`config.mk`:
```
export PLATFORM = sky130hd
export DESIGN_NAME = mux_out_skid_flat
export DESIGN_NICKNAME = d
export VERILOG_FILES = /design/src/rtl/mux_pkg.sv /design/src/rtl/mux_out_skid_if.sv /design/src/rtl/mux_out_skid_sat_counter.sv /design/src/rtl/mux_out_skid.sv /design/src/flat_wrapper.sv
export SDC_FILE = /design/constraint.sdc
export NUM_CORES = 1
export LEC_CHECK = 0
export ABC_AREA = 0
export BUFFER_PORTS_ARGS = -buffer_cell sky130_fd_sc_hd__buf_2
export CORE_MARGIN = 1.5
export CORE_UTILIZATION = 35
export CTS_CLUSTER_DIAMETER = 120
export DETAILED_ROUTE_END_ITERATION = 10
export PLACE_DENSITY = 0.62
export SETUP_SLACK_MARGIN = 0.4
export SYNTH_ARGS = -nofsm -noshare
export SYNTH_HDL_FRONTEND = slang
export SYNTH_HIERARCHICAL = 1
export SYNTH_SLANG_ARGS = --single-unit
export TNS_END_PERCENT = 20
```
`constraint.sdc`:
```
create_clock -name clk -period 2.1 [get_ports clk]
set_input_delay 0.42 -clock clk [delete_from_list [all_inputs] [get_ports clk]]
set_output_delay 0.42 -clock clk [all_outputs]
set_load 0.02 [all_outputs]
```
`src/rtl/mux_pkg.sv`:
```
// Shared constants and state encoding for the operand mux and its output skid stage.
// The next-state function is the single definition of the EMPTY/ONE/TWO occupancy rules.
package mux_pkg;

    localparam int WORD_W = 16;
    localparam int SEL_W  = 2;

    typedef enum logic [1:0] {
        ST_EMPTY = 2'b00,
        ST_ONE   = 2'b01,
        ST_TWO   = 2'b10
    } state_e;

    function automatic state_e next_state(state_e s, logic acc, logic pop);
        case (s)
            ST_EMPTY: return acc ? ST_ONE : ST_EMPTY;
            ST_ONE: begin
                if (acc && !pop)      return ST_TWO;
                else if (pop && !acc) return ST_EMPTY;
                else                  return ST_ONE;
            end
            ST_TWO:   return pop ? ST_ONE : ST_TWO;
            default:  return ST_EMPTY;
        endcase
    endfunction

endpackage

```
`src/rtl/mux_out_skid_if.sv`:
```
// Valid/ready word channel carrying a mux data word and the select tag that produced it.
interface mux_out_skid_if #(
    parameter int WIDTH = 16,
    parameter int SEL_W = 2
) ();
    logic             valid;
    logic             ready;
    logic [WIDTH-1:0] data;
    logic [SEL_W-1:0] sel;

    modport master (output valid, output data, output sel, input ready);
    modport slave  (input valid, input data, input sel, output ready);
endinterface

```
`src/rtl/mux_out_skid_sat_counter.sv`:
```
// Saturating event counter: counts inc pulses, sticks at all-ones, cleared only by reset.
module sat_counter #(
    parameter int CNT_W = 16
) (
    input  logic             clk,
    input  logic             reset,
    input  logic             inc,
    output logic [CNT_W-1:0] count
);

    logic [CNT_W-1:0] count_q;
    logic [CNT_W-1:0] count_d;

    always_comb begin
        count_d = count_q;
        if (inc && (count_q != {CNT_W{1'b1}})) begin
            count_d = count_q + {{(CNT_W-1){1'b0}}, 1'b1};
        end
    end

    always_ff @(posedge clk) begin
        if (reset) begin
            count_q <= '0;
        end else begin
            count_q <= count_d;
        end
    end

    assign count = count_q;

endmodule

```
`src/rtl/mux_out_skid.sv`:
```
// Output stage of the 4:1 operand mux: 2-entry skid buffer with registered in_ready,
// so consumer stalls never reach back combinationally into the mux select logic.
module mux_out_skid
    import mux_pkg::*;
#(
    parameter int WIDTH = WORD_W,
    parameter int SEL_W = mux_pkg::SEL_W,
    parameter int CNT_W = 16
) (
    input  logic             clk,
    input  logic             reset,
    input  logic             flush,
    mux_out_skid_if.slave    in_if,
    mux_out_skid_if.master   out_if,
    output logic [CNT_W-1:0] xfer_count
);

    state_e           state_q,     state_d;
    logic             in_ready_q,  in_ready_d;
    logic             out_valid_q, out_valid_d;
    logic [WIDTH-1:0] head_data_q, head_data_d;
    logic [SEL_W-1:0] head_sel_q,  head_sel_d;
    logic [WIDTH-1:0] skid_data_q, skid_data_d;
    logic [SEL_W-1:0] skid_sel_q,  skid_sel_d;

    logic acc;
    logic pop;

    assign acc = in_if.valid & in_ready_q;
    assign pop = out_valid_q & out_if.ready;

    always_comb begin
        state_d     = state_q;
        head_data_d = head_data_q;
        head_sel_d  = head_sel_q;
        skid_data_d = skid_data_q;
        skid_sel_d  = skid_sel_q;

        if (flush) begin
            // Flush wins over both handshakes; an accepted word is dropped here.
            state_d     = ST_EMPTY;
            head_data_d = '0;
            head_sel_d  = '0;
            skid_data_d = '0;
            skid_sel_d  = '0;
        end else begin
            state_d = next_state(state_q, acc, pop);
            case (state_q)
                ST_EMPTY: begin
                    if (acc) begin
                        head_data_d = in_if.data;
                        head_sel_d  = in_if.sel;
                    end
                end
                ST_ONE: begin
                    if (acc && pop) begin
                        head_data_d = in_if.data;
                        head_sel_d  = in_if.sel;
                    end else if (acc) begin
                        skid_data_d = in_if.data;
                        skid_sel_d  = in_if.sel;
                    end
                end
                ST_TWO: begin
                    if (pop) begin
                        head_data_d = skid_data_q;
                        head_sel_d  = skid_sel_q;
                    end
                end
                default: ;
            endcase
        end

        // Handshake flags are decoded from the next state so both come straight from flops.
        in_ready_d  = (state_d != ST_TWO);
        out_valid_d = (state_d != ST_EMPTY);
    end

    always_ff @(posedge clk) begin
        if (reset) begin
            state_q     <= ST_EMPTY;
            in_ready_q  <= 1'b1;
            out_valid_q <= 1'b0;
            head_data_q <= '0;
            head_sel_q  <= '0;
            skid_data_q <= '0;
            skid_sel_q  <= '0;
        end else begin
            state_q     <= state_d;
            in_ready_q  <= in_ready_d;
            out_valid_q <= out_valid_d;
            head_data_q <= head_data_d;
            head_sel_q  <= head_sel_d;
            skid_data_q <= skid_data_d;
            skid_sel_q  <= skid_sel_d;
        end
    end

    assign in_if.ready  = in_ready_q;
    assign out_if.valid = out_valid_q;
    assign out_if.data  = head_data_q;
    assign out_if.sel   = head_sel_q;

    // A pop in a flush cycle still counts; reset inside the counter masks a coincident pop.
    sat_counter #(
        .CNT_W (CNT_W)
    ) u_xfer_cnt (
        .clk   (clk),
        .reset (reset),
        .inc   (pop),
        .count (xfer_count)
    );

endmodule

```
`src/flat_wrapper.sv`:
```
// flat-port wrapper written by rule: the top's interface ports become plain ports
module mux_out_skid_flat import mux_pkg::*;
#(
    parameter int WIDTH = WORD_W,
    parameter int SEL_W = mux_pkg::SEL_W,
    parameter int CNT_W = 16
)
  (clk, reset, flush, xfer_count, in_if_valid, in_if_data, in_if_sel, in_if_ready, out_if_valid, out_if_data, out_if_sel, out_if_ready);
  mux_out_skid_if #(.WIDTH(WIDTH), .SEL_W(SEL_W)) in_if_i ();
  mux_out_skid_if #(.WIDTH(WIDTH), .SEL_W(SEL_W)) out_if_i ();
  input  logic clk;
  input  logic reset;
  input  logic flush;
  output logic [CNT_W-1:0] xfer_count;
  input wire logic [$bits(in_if_i.valid)-1:0] in_if_valid;
  input wire logic [$bits(in_if_i.data)-1:0] in_if_data;
  input wire logic [$bits(in_if_i.sel)-1:0] in_if_sel;
  output wire logic [$bits(in_if_i.ready)-1:0] in_if_ready;
  output wire logic [$bits(out_if_i.valid)-1:0] out_if_valid;
  output wire logic [$bits(out_if_i.data)-1:0] out_if_data;
  output wire logic [$bits(out_if_i.sel)-1:0] out_if_sel;
  input wire logic [$bits(out_if_i.ready)-1:0] out_if_ready;
  assign in_if_i.valid = in_if_valid;
  assign in_if_i.data = in_if_data;
  assign in_if_i.sel = in_if_sel;
  assign in_if_ready = in_if_i.ready;
  assign out_if_valid = out_if_i.valid;
  assign out_if_data = out_if_i.data;
  assign out_if_sel = out_if_i.sel;
  assign out_if_i.ready = out_if_ready;
  mux_out_skid #(.WIDTH(WIDTH), .SEL_W(SEL_W), .CNT_W(CNT_W)) u_core (.clk(clk), .reset(reset), .flush(flush), .in_if(in_if_i), .out_if(out_if_i), .xfer_count(xfer_count));
endmodule
```
* Word level (Yosys, flattened, before mapping) *
Cells that the tools add are included.

storage, ports and cells
  output and inout bits = 36
  input port bits = 23
  register bits = 56

cells by class
  reduce and logical (&&, ||, !) cells = 12
  equal/unequal tests = 7
  add/subtract/negate cells = 1
  muxes and demuxes = 14
  bitwise logic cells = 3

operators with widths
  cell                                                  count
  2-to-1 mux 16 bit                                     3
  case mux 16 bit (3 select lines)                      1
  adder 16 x 1 -> 16 bit (second input constant)        1
  != test 16 bit (second input constant)                1
  2-to-1 mux 2 bit                                      6
  case mux 2 bit (3 select lines)                       2
  != test 2 x 1 -> 1 bit (second input constant)        3
  logical AND 1 bit                                     4
  AND reduction 4 bit                                   1
  AND reduction 3 bit                                   1
  nonzero test 3 bit                                    1
  bitwise AND 1 bit                                     2
  equality test 2 x 1 -> 1 bit (second input constant)  1
  equality test 2 bit (second input constant)           1
  zero test 1 bit                                       2
  zero test 2 bit                                       1
  2-to-1 mux 1 bit                                      2
  != test 2 bit (second input constant)                 1
  nonzero test 2 bit                                    1
  OR reduction 2 bit                                    1
  NOT 1 bit                                             1

* Depth between registers and ports, before layout *
  depth in word-level cells = 8
  mapped depth = 9

* Hierarchy *
Netlist, hierarchy kept.

modules (own cells, without submodules)
  module        area an instance (µm²)  times used  cells each
  mux_out_skid  1,714.1                 1           190
  sat_counter   848.3                   1           99

* Worst setup path before layout *
No wires, ideal clock.

  kind = register to register
  start point = register u_core.u_xfer_cnt.count_q[8] (netlist: u_core/u_xfer_cnt/count[8])
  end point = register u_core.u_xfer_cnt.count_q[15] (netlist: u_core/u_xfer_cnt/count[15])
  cell stages (with the launch flop) = 5
  setup time = 70 ps
  slack = 359 ps
  arrival = 1,671 ps
  path buffers = 0
  clock period less this slack = 1,741 ps
  cell sequence = dfxtp_1 -> nand2_2 -> or4_1 -> or4_1 -> a21oi_1

between the ends
  cells in the longest elaborated chain, start to end = 2
  elaborated cells on any way between the ends = 3
  classes of those cells = add/sub (1); eq/ne (1); reduce/logical (1)

RTL lines
  item                                                            RTL line                        source
  start, declared                                                 mux_out_skid_sat_counter.sv:11  logic [CNT_W-1:0] count_q;
  start signal, assigned                                          mux_out_skid_sat_counter.sv:25  count_q <= count_d;
  branches (longest 2 deep; another with adder 16 x 1 -> 16 bit)  n/a

Several ways; the timed one is not identified.
A chain may end at the register's enable or synchronous reset.

* Worst setup path in the final report *
  start point = register u_core.state_q[0]
  end point = register u_core.head_data_q[5] (netlist: u_core/out_if.data[5])

between the ends
  cells in the longest elaborated chain, start to end = 3
  elaborated cells on any way between the ends = 9
  classes of those cells = eq/ne (5); mux (1); reduce/logical (3)

RTL lines
  item                                                                           RTL line            source
  start, declared                                                                mux_out_skid.sv:18  state_e state_q, state_d;
  start signal, assigned                                                         mux_out_skid.sv:89  state_q <= state_d;
  equality test 2 bit (tied with other cells)                                    mux_out_skid.sv:48  case (state_q)
  != test 2 x 1 -> 1 bit (no line) / nonzero test 3 bit (equally long branches)  n/a
  AND reduction 4 bit (no line)                                                  n/a
  end signal, assigned                                                           mux_out_skid.sv:92  head_data_q <= head_data_d;
  end, declared                                                                  mux_out_skid.sv:21  logic [WIDTH-1:0] head_data_q, head_data_d;

Parallel ways exist; a longest one is shown, timed or not.

==> results.toml <==
[status]
status = "completed"

[cts]
cts-root-buf = "clkbuf_8"
clock_sinks = 56
clk_pin_slew_ns = 0.11
clk_latency_ns = 0.31
cts_tree = "done"
cts_made_buffers = 5
clk_path_buf_depth = 2
h-tree-depth = 2

[layout]
nets = 381
final_area_sq_um = 3200
antennaDiodeCount = 0
final_layout_size_suffix_gt1_share_pct = 33.4
syn_to_final_growth_pct = 25.0

[timing]
setup_viol = 0
clock_skew_ns = 0.0108
relSlewSlack_pct = 63.5
rsz0062_at_grt = "yes"
timing.final.crit_share_pct = 82.1
hold_viol = 0
clock.fmax_mhz = 580
setup_tns_ns = 0
tightestPinTransition_ns = 0.544
slew_violations = 0
period_needed_ns = 1.72

[synth]
syn_area_sq_um = 2560
ys_async_sr_fraction_pct = 0
synth_area_leaders = "dfxtp_1 44%, mux2i_1 7.4%, a21oi_1 7.0%"
synth_ff_type = "dfxtp_1"
syn_inst = 289
syn_avg_cell_area_sq_um = 8.87
synth_most_common_cell = "dfxtp_1"
synth-warning-count = 6
synth_top_area_cell = "dfxtp_1"
synth-seq-area-share_pct = 43.7
synth_top_area_share_pct = 43.7
synth_edf_count = 0
ys_ff_latch = 56
synth.distinct_cells = 46
synth_common_cells = "56 x dfxtp_1, 44 x nand2_1, 36 x a21oi_1"
syn-num-nets = 315

[power]
p_sw_w = 0.000536
swShare_pct = 27.4
clkPwrFrac_pct = 32.0
leakage_nw = 1.36
p_int_w = 0.00142
power.density_nw_per_um2 = 611
irDropWorstVdd_v = 0.000292
seqPwrFrac_pct = 56.1
combPwrFrac_pct = 11.9
p_total_w = 0.00196

[routing]
drc_errors = 0
dr.pass1.iters = 4
wirelength_um = 6320
routedWlPerCell_um = 13.9
post_drt_via_cell_ratio = 5.11
route.vias.total = 2324
drt_iter0_drc = 134
ant_nets = 0

[place]
io_buffer_count = 58
dpl-instance-area_sq_um = 2950
hpwl_um = 3820
gp_congestion = 0.763

[setup_path]
cp_data_arrival_time_ns = 1.98
critPathLaunchType = "flop"
cpMostUsedCell = "buf_4"
critical_path_required_ns = 2.36
max_stage_delay_ns = 0.52
end_kind = "flop"
crit_buf_inv = 2
crit_chain = "buf_4 -> nand4bb_1 -> o211ai_4 -> buf_4 -> o21ai_1 -> a21oi_2"
worstSetupPathType = "reg2reg"
path_max_fanout = 10
critical_path.top_delay_family = "simple AND/OR/NAND/NOR gates"
slowest_stage = "nand4bb_1"

[floorplan]
die_area_sq_um = 7840
die_h_um = 88.6
start_util_pct = 35.7
fp-row-count = 31
io_pins = 59
die_x_um = 88.6
coreArea_sq_um = 7180

[flow_run]
cap_violations = 0

[global_route]
gr-usage-all-layers_pct = 15.5
grt_max_degree = 22
grt_pass1_wl_um = 9460
grt_pass1_vias = 1982
grt-ovfl-total = 0
antenna_found_initial = 0

[worst_hold_path]
hp-class = "in2reg"
[cells in the final DEF (no fill, tap or decap), drive strengths merged]
| cell type | synthesis | final |
|---|---|---|
| buf | 13 | 75 |
| dfxtp | 56 | 56 |
| a21oi | 47 | 47 |
| nand2 | 45 | 45 |
| o21ai | 23 | 23 |
| mux2i | 19 | 19 |
| nor2 | 10 | 10 |
| nand3 | 7 | 7 |
| or4 | 7 | 7 |
| o31ai | 6 | 6 |
| inv | 4 | 6 |
| clkbuf | 6 | 5 |
| nor2b | 4 | 4 |
| nor3 | 4 | 4 |
| o211ai | 1 | 4 |
| nand4 | 4 | 4 |
| nand3b | 3 | 3 |
| and4 | 3 | 3 |
| or3 | 3 | 3 |
| ha | 3 | 3 |
| nor4 | 3 | 3 |
| and2 | 2 | 2 |
| a211oi | 2 | 2 |
| xnor2 | 2 | 2 |
| clkinvlp | 0 | 1 |
| and3b | 1 | 1 |
| or2 | 1 | 1 |
| nand2b | 1 | 1 |
| nand4bb | 1 | 1 |
| a211o | 1 | 1 |
| o22a | 1 | 1 |
| o41ai | 1 | 1 |
| o21a | 1 | 1 |
| and3 | 1 | 1 |
| nor4bb | 1 | 1 |
| mux2 | 1 | 1 |
| o311ai | 1 | 1 |
[state kept, by name, indices dropped and copies added (netlist names)]
name and count:
u_core/in_if.ready 1, u_core/out_if.data 16, u_core/out_if.sel 2, u_core/out_if.valid 1
u_core/skid_data_q 16, u_core/skid_sel_q 2, u_core/state_q 2, u_core/u_xfer_cnt/count 16
[layout make-up]
type / count / area, sq um
fill: 722 / 3970
multi-input combinational: 213 / 1410
sequential: 56 / 1130
timing repair buffer: 75 / 430
tap: 99 / 124
clock buffer: 5 / 68.8
clock inverter: 3 / 25.0
inverter: 4 / 15.0
[path summary, 6_finish.rpt]
path | start | depth (start not counted) | end | slack [ns]
setup reg to reg | u_core/state_q[0] | 6 | u_core/out_if.data[5] | 0.38
hold / removal | in_if_data[14] | 3 | u_core/skid_data_q[14] | 0.35
hold reg to reg | u_core/skid_data_q[1] | 2 | u_core/skid_data_q[1] | 0.46
setup / recovery | u_core/state_q[0] | 6 | u_core/out_if.data[5] | 0.38
[logic make-up (layout without fill, tap and decap cells)]
group	Yosys count	after routing	share of synthesized area, %
AO/OA/AOI/OAI	84	87	20.1
XOR/XNOR	2	2	0.684
adder cells (fa/ha/maj)	3	3	1.46
buffers and inverters	23	87	4.88
flip-flops	56	56	43.8
multiplexers	20	20	7.86
AND/OR/NAND/NOR	101	101	21.2
[power by group through the flow]
stage	clock [W]	sequential (W)	combinational [W]
6_report	0.000627	0.00110	0.000232
5_1_grt	0.000695	0.00110	0.000252
4_1_cts	0.000645	0.00110	0.000206
3_5_place_dp	0	0.00112	0.000197
3_3_place_gp	0	0.00112	0.000195
2_1_floorplan	0	0.00114	0.000111
[per-stage QoR]
step	utilization, %	worst slack (ns)	hold slack, ns	cells
after detailed placement	41.1	0.121	0.446	437
after global routing	44.7	0.291	0.330	455
after floorplan	-	0.408	0.436	289
final	44.7	0.377	0.346	455
after CTS	42.7	0.263	0.336	446
after global placement	41.1	0.144	0.441	437
[timing repair]
item	4_1_cts	5_1_grt
buffers inserted	0	7
hold buffers	0	0
pin swaps	0	3
gates cloned	1	2
endpoints found under the setup margin	42	46
resized for setup	1	10
[worst reg2reg max path, cell delays in order (launching register included)]
cell and delay (ns):
dfxtp_1 0.32, buf_4 0.16, nand4bb_1 0.52, o211ai_4 0.33, buf_4 0.17, o21ai_1 0.07
a21oi_2 0.11
[metal layers]
layer	wire length, um	part of all wire, %	vias to the layer above	global-route usage, %
met5	0	0	-	0
met4	85	1.3	0	4.55
met3	203	3.2	7	2.52
met2	2970	47	36	25.4
met1	3070	48	1106	21.3
li1	-	-	1175	-
Power figures use the tool's default switching activity.
